### config.mk
export PLATFORM = sky130hd
export DESIGN_NAME = sram_loader
export DESIGN_NICKNAME = d
export VERILOG_FILES = /design/src/rtl/sram_pkg.sv /design/src/rtl/sram_cycle_timer.sv /design/src/rtl/sram_loader.sv
export SDC_FILE = /design/constraint.sdc
export NUM_CORES = 1
export LEC_CHECK = 0
export ABC_AREA = 1
export CAP_MARGIN = 20
export CORE_MARGIN = 2
export CORE_UTILIZATION = 50
export CTS_BUF_LIST = sky130_fd_sc_hd__clkbuf_16
export CTS_CLUSTER_DIAMETER = 150
export CTS_CLUSTER_SIZE = 24
export DETAILED_ROUTE_END_ITERATION = 6
export HOLD_SLACK_MARGIN = 0.12
export PLACE_DENSITY_LB_ADDON = 0.25
export SLEW_MARGIN = 10
export SYNTH_ARGS = -nofsm -noshare
export SYNTH_HDL_FRONTEND = slang
export SYNTH_HIERARCHICAL = 1
export SYNTH_SLANG_ARGS = --single-unit
### constraint.sdc
create_clock -name clk -period 2.6 [get_ports clk]
set_input_delay 0.52 -clock clk [delete_from_list [all_inputs] [get_ports clk]]
set_output_delay 0.52 -clock clk [all_outputs]
set_load 0.01 [all_outputs]
### src/rtl/sram_pkg.sv
// sram_pkg: shared widths, load/result defaults and loader FSM states
package sram_pkg;
  localparam int ADDR_W = 20;
  localparam int DATA_W = 16;
  localparam int unsigned LOAD_WORDS = 13504;
  localparam logic [ADDR_W-1:0] RESULT_ADDR = 20'h34C0;
  typedef enum logic [3:0] {
    IDLE, ACCEPT, SETUP, WRITE, HOLD, DONE, RD_SETUP, RD_WAIT, RESULT
  } state_t;
endpackage

### src/rtl/sram_cycle_timer.sv
// sram_cycle_timer: 4-bit down-counter timing WE_n/OE_n strobe widths
module sram_cycle_timer (
  input  logic       clk,
  input  logic       rst,
  input  logic       load,
  input  logic [3:0] value,
  output logic       expired
);
  logic [3:0] cnt;
  // Reload on demand, otherwise count down and park at zero
  always_ff @(posedge clk) begin
    if (!rst) cnt <= '0;
    else cnt <= load ? value : (cnt != 4'd0 ? cnt - 4'd1 : cnt);
  end
  assign expired = cnt == 4'd0;
endmodule

### src/rtl/sram_loader.sv
// sram_loader: streams words into an async SRAM and reads back theta/phi results
module sram_loader #(
  parameter int unsigned LOAD_WORDS  = sram_pkg::LOAD_WORDS,
  parameter int unsigned WR_CYCLES   = 2,
  parameter int unsigned RD_CYCLES   = 2,
  parameter logic [19:0] RESULT_ADDR = sram_pkg::RESULT_ADDR
) (
  input  logic                        clk,
  input  logic                        rst,
  input  logic                        load_start,
  input  logic [sram_pkg::DATA_W-1:0] in_data,
  input  logic                        in_valid,
  output logic                        in_ready,
  output logic [sram_pkg::ADDR_W-1:0] addr,
  output logic                        CE_n,
  output logic                        OE_n,
  output logic                        WE_n,
  output logic                        UB_n,
  output logic                        LB_n,
  output logic [sram_pkg::DATA_W-1:0] sram_data_out,
  output logic                        sram_data_oe,
  input  logic [sram_pkg::DATA_W-1:0] sram_data_in,
  output logic                        start,
  input  logic                        result_req,
  output logic                        result_valid,
  output logic [11:0]                 result_theta,
  output logic [11:0]                 result_phi,
  output logic                        busy
);
  import sram_pkg::*;
  localparam logic [ADDR_W-1:0] LAST_ADDR = ADDR_W'(LOAD_WORDS - 1);
  state_t state, state_nx;
  logic pass, tmr_load, tmr_exp;
  logic [3:0] tmr_val;
  logic [3:0] unused_hi;
  assign unused_hi = sram_data_in[15:12];
  sram_cycle_timer u_tmr (
    .clk,
    .rst,
    .load(tmr_load),
    .value(tmr_val),
    .expired(tmr_exp)
  );
  // Next state; the strobe timer is armed on the cycle before WRITE/RD_WAIT
  always_comb begin
    state_nx = state;
    tmr_load = 1'b0;
    tmr_val  = 4'(WR_CYCLES - 1);
    case (state)
      IDLE:     state_nx = load_start ? ACCEPT : (result_req ? RD_SETUP : IDLE);
      ACCEPT:   state_nx = in_valid ? SETUP : ACCEPT;
      SETUP:    begin state_nx = WRITE; tmr_load = 1'b1; end
      WRITE:    state_nx = tmr_exp ? HOLD : WRITE;
      HOLD:     state_nx = addr == LAST_ADDR ? DONE : ACCEPT;
      DONE:     state_nx = IDLE;
      RD_SETUP: begin state_nx = RD_WAIT; tmr_load = 1'b1; tmr_val = 4'(RD_CYCLES - 1); end
      RD_WAIT:  state_nx = tmr_exp ? (pass ? RESULT : RD_SETUP) : RD_WAIT;
      RESULT:   state_nx = IDLE;
      default:  state_nx = IDLE;
    endcase
  end
  // State register with address, write-data and result capture
  always_ff @(posedge clk) begin
    if (!rst) begin
      state         <= IDLE;
      addr          <= '0;
      sram_data_out <= '0;
      start         <= 1'b0;
      pass          <= 1'b0;
      result_theta  <= '0;
      result_phi    <= '0;
    end else begin
      state <= state_nx;
      case (state)
        IDLE: begin
          if (load_start) begin addr <= '0; start <= 1'b0; end
          else if (result_req) begin addr <= RESULT_ADDR; pass <= 1'b0; end
        end
        ACCEPT: if (in_valid) sram_data_out <= in_data;
        HOLD: if (addr == LAST_ADDR) start <= 1'b1; else addr <= addr + ADDR_W'(1);
        RD_WAIT: begin
          if (tmr_exp && pass) result_phi <= sram_data_in[11:0];
          else if (tmr_exp) begin
            result_theta <= sram_data_in[11:0];
            addr         <= RESULT_ADDR + ADDR_W'(1);
            pass         <= 1'b1;
          end
        end
        default: ;
      endcase
    end
  end
  assign in_ready     = state == ACCEPT;
  assign WE_n         = state != WRITE;
  assign OE_n         = !(state == RD_SETUP || state == RD_WAIT);
  assign sram_data_oe = state inside {SETUP, WRITE, HOLD};
  assign result_valid = state == RESULT;
  assign busy         = state != IDLE;
  assign CE_n         = 1'b0;
  assign UB_n         = 1'b0;
  assign LB_n         = 1'b0;
endmodule

==> summary.txt, run 1 <==
Status
  • Status: completed

Synth
  • Syn_area_per_cell: 6.66 um2
  • Largest family of logic cells by synthesized area: simple AND/OR/NAND/NOR gates
  • Ys Warns: 6
  • Post-Syn Area: 3430 um2
  • Synth async-reset ratio: 0
  • Post-Synth XOR/XNOR Area: 0
  • Post-synth EDFFs: 0
  • Area share of and/or/nand/nor cells after synthesis: 0.382
  • Area leader, netlist: dfxtp_1
  • Synthesized instance count: 515
  • Adder-Cell Fraction of Synth Area: 0.00729
  • Synth Register Bits: 70
  • Register area share after synthesis: 0.408
  • Largest cells by area after synthesis: dfxtp_1, nand2_1, nor2_1
  • Compound-Gate Fraction of Synth Area: 0.125
  • Ys flop type: dfxtp_1
  • Yosys top cell area share: 0.408
  • Multiplexer share of the synthesized area: 0
  • Most instantiated cells after synthesis: nand2_1, nor2_1, dfxtp_1
  • Netlist cell types: 32
  • Count leader, synth: nand2_1

Setup path
  • Critical Path AT: between 1500 and 2000 ps
  • Max incr delay on CP: 580 ps
  • R2r setup slk: ~570 ps
  • Cells along the critical path: inv_1 -> nor2_4 -> nand2_4 -> o21ai_0 -> clkdlybuf4s50_1
  • WS Path Type: reg -> out
  • Worst R2R Path Depth: 10
  • Crit path required time: 2080 ps
  • Critical path launch point type: flop
  • Crit path max fanout: 9
  • Crit end category: output pin
  • Reg2reg end: addr[12]
  • Slowest CP cell: clkdlybuf4s50_1
  • Worst r2r src: u_tmr/cnt[0]

Pwr
  • Pwr dens: 739 nW/um2
  • Leakage: 1.85 nW
  • Maximum vdd drop: between 0.4 and 0.5 mV

Route
  • M1 WL: 3.95 mm
  • DRT antenna net count: 0
  • Drt pass-1 iters: 5
  • Metal3 WL: 793 um
  • Met2 Wirelength: 4.41 mm
  • Wire per inst: 13.2 um
  • Final wirelength: 9.29 mm
  • Top sig layer: met4
  • Vias: 3642
  • DRC violations left: 0
  • Starting DRT DRC Count: between 200 and 250
  • DR vias/cell: a little over 5

Global route
  • Largest net degree at the start of global routing: 26
  • Grt total ovfl: 0
  • Initial antenna violation count: 0
  • Number of global-route vias before repair: 3289
  • First-pass GRT wire length: about 15 mm
  • Total GRT Usage: 0.253

Min path
  • Hold depth: 2
  • HP Class: reg -> reg
  • WHS Endpoint: sram_data_out[11]
  • Min-delay src: sram_data_out[11]

STA
  • Min Tclk post-route: 2300 ps
  • Setup slack after layout: 303 ps
  • Least-Margin Pin Slew: 551 ps
  • Fmax: 0.435 GHz
  • Max Slew Vio Count: 0
  • Crit share post-route: 0.883
  • RSZ-0062 raised after global routing: no
  • Worst hold slack: 459 ps
  • Final Hold Viols: 0
  • Final setup violation count: 0
  • Slew Limit Headroom: 0.632
  • Fin Setup TNS: 0 ps
  • Max Clock Skew: 6.40 ps

Placed design
  • Hpwl dp: 6.70 mm
  • Placed Instances: 686
  • Port bufs: 99
  • Final GP Congestion: 0.888
  • Worst slack, placed: 595 ps

Floorplan
  • Die H: 86.9 um
  • Die X: 86.9 um
  • Die ar.: ~7500 um2
  • Boundary Pins: 107
  • Row cnt: 30
  • Initial core utilization: 0.511
  • Core area: 6720 um2

Clock tree
  • Post-CTS Setup Inserts: 0
  • CTS Hold Bufs: 0
  • Cts repair resizes: 0
  • Worst-path clk slew: roughly 60 ps
  • CTS H-tree depth: 3
  • Insertion delay to the later sink of the worst-skew pair: between 300 and 400 ps
  • Clk Tree Root Cell: clkbuf_16
  • Total CTS buffers: 9
  • CTS Buffer Depth: 2
  • CTS tree: done
  • CTS Sinks: 70

Final layout
  • Fin nets: around 660
  • Final core utilization: 0.719
  • Synth-to-Final Area Change: 40.8%
  • Final non-filler cell total: 702
  • Ratio of cells with drive above 1 in the final layout: 0.0723
  • Inserted Diodes: 0

Job
  • Maxcap violations: 0
[final cells by class]
class	instances	area, um2
Clock buffer	9	225
Clock inverter	7	120
Fill cell	551	1890
Inverter	41	154
Multi-Input combinational cell	389	1790
Sequential cell	70	1400
Tap cell	80	100
Timing Repair Buffer	106	1040
[layer usage]
layer  vias up  GRT usage
li1       1856          -
met1      1624      0.324
met2       150      0.400
met3        12     0.0739
met4         0      0.101
met5         -          0
[cells in the final DEF, fill, tap and decap left out, types with 4 or more instances in the layout]
master	instances
conb_1	7
nor2_4	4
nand4_1	8
nand2_1	122
inv_1	34
dfxtp_1	70
buf_4	7
nor2_1	100
clkbuf_16	9
inv_2	5
a21oi_1	35
a21oi_2	4
nand3_1	49
clkdlybuf4s50_1	99
o21ai_0	33
[registers in the layout (all words and copies together) (netlist names)]
register / flops
pass: 1
start: 1
sram_data_out: 16
state: 4
addr: 20
u_tmr/cnt: 4
result_theta: 12
result_phi: 12
[cell families after synthesis]
group,count (synthesis)
AND/OR/NAND/NOR,301
AO/OA/AOI/OAI,79
flip-flops,70
buffers and inverters,61
adder cells (fa/ha/maj),2
other,2
[metrics by stage]
step	cell area (um2)	power [mW]
6_report	4830	3.57
5_1_grt	4830	3.75
4_1_cts	4830	3.59
3_5_place_dp	4490	2.16
3_3_place_gp	4490	2.13
2_1_floorplan	3450	1.85
[worst max-delay path by stage]
stage / cells past startpoint / from / slack [ps] / endpoint
2_1_floorplan: 10 / u_tmr/cnt[0] / 930 / addr[6]
3_3_place_gp: 5 / state[2] / 660 / sram_data_oe
3_5_place_dp: 10 / u_tmr/cnt[0] / 600 / addr[13]
4_1_cts: 5 / state[2] / 290 / sram_data_oe
5_1_grt: 5 / state[2] / 200 / sram_data_oe
6_report: 5 / state[2] / 300 / sram_data_oe
[where the power goes]
group,switching [mW],leakage [nW],internal (mW)
clock network,0.487,0.168,0.942
registers,0.0912,0.568,1.16
logic,0.527,1.12,0.363
total,1.11,1.85,2.47
[critical path, delay by kind of cell, from the launching register on]
family	cells	cell delay (ps)
buffers and inverters	2	680
flip-flops	1	370
AO/OA/AOI/OAI	1	110
AND/OR/NAND/NOR	2	290
Note: power is estimated with default switching activity, not from simulation.
==> run 2: changes to the inputs <==
==> constraint.sdc (replaced) <==
create_clock -name clk -period 2.6 [get_ports clk]
set_input_delay 0.26 -clock clk [delete_from_list [all_inputs] [get_ports clk]]
set_output_delay 0.26 -clock clk [all_outputs]
set_load 0.01 [all_outputs]
==> summary.txt, run 2 (synthesized netlist as in run 1, its figures left out) <==
Floorplan
  • Boundary Pins: 107 (unchanged)
  • Die ar.: 7540 um2 (unchanged)
  • Die X: 86.9 um (unchanged)
  • Die H: 86.9 um (unchanged)
  • Row cnt: 30 (unchanged)
  • Initial core utilization: 0.511 (unchanged)
  • Core area: 6720 um2 (unchanged)

Setup path
  • Critical Path AT: 1920 ps (+140 ps)
  • Slowest CP cell: clkdlybuf4s50_1
  • Worst r2r src: u_tmr/cnt[0]
  • Critical path launch point type: flop
  • Max incr delay on CP: 600 ps (+20 ps)
  • Cells along the critical path: nor2_1 -> nand2_1 -> inv_2 -> clkdlybuf4s50_1
  • WS Path Type: reg -> out
  • Crit path required time: 2340 ps (+260 ps)
  • WP buf/inv: 2 (unchanged)
  • Crit end category: output pin
  • Crit path max fanout: 18 (+9)
  • Crit-path leading delay family: buffers and inverters
  • Crit path launch: state[3]

Route
  • Starting DRT DRC Count: 180 (-24%)
  • Drt pass-1 iters: 5 (unchanged)
  • DRT antenna net count: 0 (unchanged)
  • DRC violations left: 0 (unchanged)
  • Vias: 3606 (-0.99%)
  • Final wirelength: 9.02 mm (-2.9%)
  • DR vias/cell: 5.16 (-0.56%)
  • Wire per inst: 12.9 um (-2.5%)

STA
  • Crit share post-route: 0.838 (-0.0449)
  • Max Clock Skew: 8.11 ps (+1.71 ps)
  • Slew Limit Headroom: 0.628 (-0.00358)
  • Least-Margin Pin Slew: 556 ps (+5.36 ps)
  • Fin Setup TNS: 0 ps (unchanged)
  • Min Tclk post-route: 2180 ps (-117 ps)
  • RSZ-0062 raised after global routing: no
  • Final Hold Viols: 0 (unchanged)
  • Max Slew Vio Count: 0 (unchanged)
  • Fmax: 0.459 GHz (+5.3%)
  • Final setup violation count: 0 (unchanged)

Pwr
  • Maximum vdd drop: 0.630 mV (+38%)
  • Combinational fraction of design power: 0.256 (+0.007)
  • Pwr dens: 715 nW/um2 (-3.3%)
  • Clock power frac: 0.377 (-0.023)
  • Total power: 3.42 mW (-4.3%)
  • Sw Share: 0.313 (+0.00347)
  • Cell Int Power: 2.35 mW (-4.7%)
  • Reg power frac: 0.367 (+0.016)
  • Leakage: 1.82 nW (-1.6%)
  • Sw Pwr: 1.07 mW (-3.2%)

Final layout
  • Number of flip-flops in the largest register: 20 (unchanged)
  • Synth-to-Final Area Change: 39.4%
  • Final non-filler cell total: 699 (-0.43%)
  • Most frequent cells in the layout: nand2_1, nor2_1, clkdlybuf4s50_1
  • Most common cell after layout, fill and taps aside: nand2_1
  • Ratio of cells with drive above 1 in the final layout: 0.0679 (-0.00450)
  • Register with the most flip-flops: addr
  • Fin nets: 654 (-0.30%)
  • Fill count: 586 (+6.4%)
  • Inserted Diodes: 0 (unchanged)
  • Top flop regs: addr x20, sram_data_out x16

Clock tree
  • CTS Buffer Depth: 2 (unchanged)
  • Total CTS buffers: 9 (unchanged)
  • Post-CTS Setup Inserts: 0 (unchanged)
  • Worst-path clk slew: 60 ps (about the same)
  • Clk Tree Root Cell: clkbuf_16
  • CTS tree: done
  • CTS Hold Bufs: 0 (unchanged)
  • Insertion delay to the later sink of the worst-skew pair: 330 ps (about the same)
  • Cts repair resizes: 0 (unchanged)
  • CTS H-tree depth: 3 (unchanged)
  • CTS Sinks: 70 (unchanged)

Placed design
  • Hpwl dp: 6.55 mm (-2.2%)
  • Placed Instances: 684 (-0.29%)
  • Final GP Congestion: 0.892 (+0.50%)
  • Port bufs: 99 (unchanged)

Job
  • Maxcap violations: 0 (unchanged)

Global route
  • First-pass GRT wire length: 14.7 mm (-3.1%)
  • Total GRT Usage: 0.244 (-0.00925)
  • Initial antenna violation count: 0 (unchanged)
  • Grt total ovfl: 0 (unchanged)
  • Largest net degree at the start of global routing: 34 (+31%)
  • Number of global-route vias before repair: 3256 (-1.0%)

Status
  • Status: completed

Min path
  • HP Class: reg -> reg
  • Min-delay src: sram_data_out[1]
[run 2: cell count changes in the layout (fill, tap and decap cells not counted), sizes merged]
cell	delta
clkinvlp	+1
buf	-2
bufinv	-1
inv	-1
[run 2: power groups by stage]
stage	clock network, mW	registers (mW)	logic (mW)
after floorplan	0	1.28	0.569
after global placement	0	1.27	0.847
after detailed placement	0	1.27	0.873
after CTS	1.31	1.25	0.878
after global routing	1.35	1.26	0.981
final	1.29	1.25	0.876
[run 2: through the flow]
stage | hold slack (ps) | util | instance area [um2] | worst slack, ps
final | 459 | 0.712 | 4780 | 420
after CTS | 461 | 0.712 | 4780 | 409
after detailed placement | 452 | 0.666 | 4470 | 519
after global routing | 476 | 0.712 | 4780 | 246
after global placement | 448 | 0.666 | 4470 | 625
after floorplan | 385 | - | 3450 | 930
[run 2: routing by layer]
metal  vias to the layer above  global-route usage  share of wire
met5                         -                   0              0
met4                         0              0.0753          0.013
li1                       1856                   -              -
met2                       128               0.405           0.48
met1                      1609               0.291           0.42
met3                        13              0.0929          0.087
[run 2: worst min-delay path, stage by stage, from the launching register on]
cell     delay (ps)
dfxtp_1         310
nand2_1          60
a21oi_1          50
[run 2: final timing paths]
check | to | slack [ps] | cells after the start
setup / recovery | in_ready | 420 | 4
hold reg to reg | sram_data_out[1] | 460 | 2
setup reg to reg | result_theta[2] | 460 | 9
hold / removal | sram_data_out[1] | 460 | 2
[run 2: final cells by class]
class	count	area, um2	area share
Multi-Input combinational cell	389	1790	0.374
Sequential cell	70	1400	0.293
Timing Repair Buffer	104	1030	0.215
Clock buffer	9	225	0.0471
Inverter	41	154	0.0322
Tap cell	80	100	0.0209
Clock inverter	6	85.1	0.0178
==> run 3: changes to the inputs <==
Settings changed: CORE_UTILIZATION 50 to 47.
Clock period 2.6 ns to 2.2 ns, I/O delays scaled along.
==> summary.txt, run 3 (synthesized netlist as in run 1, its figures left out) <==
Status
  • Status: completed

Final layout
  • Final non-filler cell total: 721 (+3.1%)
  • Register with the most flip-flops: addr
  • Most common cell after layout, fill and taps aside: nand2_1
  • Synth-to-Final Area Change: 40.9%
  • Fill count: 638 (+8.9%)
  • Final core utilization: 0.674 (-0.0382)
  • Inserted Diodes: 0 (unchanged)
  • Most frequent cells in the layout: nand2_1, nor2_1, clkdlybuf4s50_1
  • Fin nets: 656 (+0.31%)
  • Ratio of cells with drive above 1 in the final layout: 0.0723 (+0.00450)
  • Number of flip-flops in the largest register: 20 (unchanged)
  • Top flop regs: addr x20, sram_data_out x16
  • Design Area, Final: 4830 um2 (+1.1%)

Route
  • Drt pass-1 iters: 5 (unchanged)
  • Vias: 3656 (+1.4%)
  • Starting DRT DRC Count: 199 (+11%)
  • DRT antenna net count: 0 (unchanged)
  • Final wirelength: 9.11 mm (+1.0%)
  • DRC violations left: 0 (unchanged)
  • Wire per inst: 12.6 um (-2.1%)
  • DR vias/cell: 5.07 (-1.7%)

STA
  • Worst hold slack: 459 ps (-0.410 ps)
  • Setup slack after layout: 223 ps (-197 ps)
  • Final setup violation count: 0 (unchanged)
  • Final Hold Viols: 0 (unchanged)
  • Least-Margin Pin Slew: 600 ps (+44.3 ps)
  • Crit share post-route: 0.898
  • Fin Setup TNS: 0 ps (unchanged)
  • Max Slew Vio Count: 0 (unchanged)
  • Max Clock Skew: 5.94 ps (-2.18 ps)
  • Min Tclk post-route: 1980 ps
  • Fmax: just over 0.5 GHz
  • Slew Limit Headroom: 0.599 (-0.0296)
  • RSZ-0062 raised after global routing: no

Pwr
  • Combinational fraction of design power: 0.262 (+0.006)
  • Clock power frac: 0.377 (about the same)
  • Cell Int Power: 2.81 mW (+20%)
  • Leakage: 1.84 nW (+0.79%)
  • Sw Share: 0.315 (+0.00248)
  • Total power: 4.11 mW (+20%)
  • Reg power frac: 0.361 (-0.006)
  • Sw Pwr: 1.30 mW (+21%)
  • Pwr dens: 850 nW/um2 (+19%)
  • Maximum vdd drop: 0.504 mV (-20%)

Placed design
  • Total placed instance area: 4510 um2 (+0.87%)
  • Final GP Congestion: 0.871 (-2.4%)
  • Port bufs: 99 (unchanged)
  • Hpwl dp: 6.66 mm (+1.6%)
  • Placed Instances: 705 (+3.1%)
  • Worst slack, placed: 396 ps (-123 ps)

Floorplan
  • Die ar.: 8000 um2 (+6.1%)
  • Die X: 89.5 um (+3.0%)
  • Initial core utilization: 0.478 (-0.0325)
  • Core area: 7180 um2 (+6.8%)
  • Row cnt: 31 (+3.3%)
  • Die H: 89.5 um (+3.0%)
  • Boundary Pins: 107 (unchanged)

Setup path
  • Worst R2R Path Depth: 8 (-1)
  • Crit end category: output pin
  • Crit path required time: 1980 ps (-360 ps)
  • Crit path launch: state[0]
  • Worst r2r src: addr[0]
  • WS Path Type: reg -> out
  • Critical path launch point type: flop
  • Critical Path AT: 1760 ps (-160 ps)
  • Slowest CP cell: clkdlybuf4s50_1
  • R2r setup slk: 360 ps (-100 ps)
  • Cells along the critical path: nor2_2 -> nand2_4 -> o21ai_0 -> clkdlybuf4s50_1
  • Reg2reg end: addr[16]
  • Max incr delay on CP: 580 ps (-20 ps)
  • Crit path max fanout: 9 (-9)

Clock tree
  • CTS tree: done
  • Insertion delay to the later sink of the worst-skew pair: 330 ps (about the same)
  • CTS Sinks: 70 (unchanged)
  • Cts repair resizes: 0 (unchanged)
  • Total CTS buffers: 9 (unchanged)
  • Post-CTS Setup Inserts: 0 (unchanged)
  • CTS Hold Bufs: 0 (unchanged)
  • Clk Tree Root Cell: clkbuf_16
  • CTS H-tree depth: 3 (unchanged)
  • Worst-path clk slew: 60 ps (about the same)
  • CTS Buffer Depth: 2 (unchanged)

Global route
  • Grt total ovfl: 0 (unchanged)
  • Number of global-route vias before repair: 3191 (-2.0%)
  • Initial antenna violation count: 0 (unchanged)
  • First-pass GRT wire length: 14.6 mm (-0.80%)
  • Largest net degree at the start of global routing: 34 (unchanged)
  • Total GRT Usage: 0.232 (-0.0119)

Min path
  • Hold depth: 2 (unchanged)
  • HP Class: reg -> reg
  • WHS Endpoint: sram_data_out[4]
  • Min-delay src: sram_data_out[4]

Job
  • Maxcap violations: 0 (unchanged)
==> run 3: cell count changes in the layout (fill, tap and decap cells not counted) <==
cell	change
clkinv_4	+2
clkinv_2	-1
buf_4	+2
==> run 3: power by group through the flow <==
stage	clock network, mW	registers, mW	logic (mW)
2_1_floorplan	0	1.51	0.672
5_1_grt	1.63	1.49	1.20
6_report	1.55	1.48	1.08
3_3_place_gp	0	1.50	1.04
4_1_cts	1.57	1.48	1.08
3_5_place_dp	0	1.50	1.07
==> run 3: worst max path at each step <==
stage | depth (start not counted) | end
2_1_floorplan | 10 | addr[6]
3_3_place_gp | 7 | addr[8]
3_5_place_dp | 10 | addr[17]
4_1_cts | 4 | result_valid
5_1_grt | 4 | result_valid
6_report | 4 | sram_data_oe
==> run 3: per-layer routing <==
layer | global-route usage | part of all wire | vias to the layer above
met5 | 0 | 0 | -
met4 | 0.0855 | 0.021 | 0
met3 | 0.0739 | 0.076 | 20
met2 | 0.378 | 0.47 | 133
met1 | 0.288 | 0.44 | 1643
li1 | - | - | 1860
==> run 3: area by class of cell <==
class,instances,area [um2],share of cell area
inverters,41,154,0.0318
multi-input cells,389,1790,0.370
well taps,99,124,0.0256
clock buffers,9,225,0.0466
flip-flops and latches,70,1400,0.290
clock inverters,7,97.6,0.0202
repair buffers,106,1040,0.216
==> run 3: critical path, delay by kind of cell (launching register included) <==
family	cells	cell delay, ps
simple gates	2	380
buf+inv	1	580
flops	1	360
compound gates	1	110
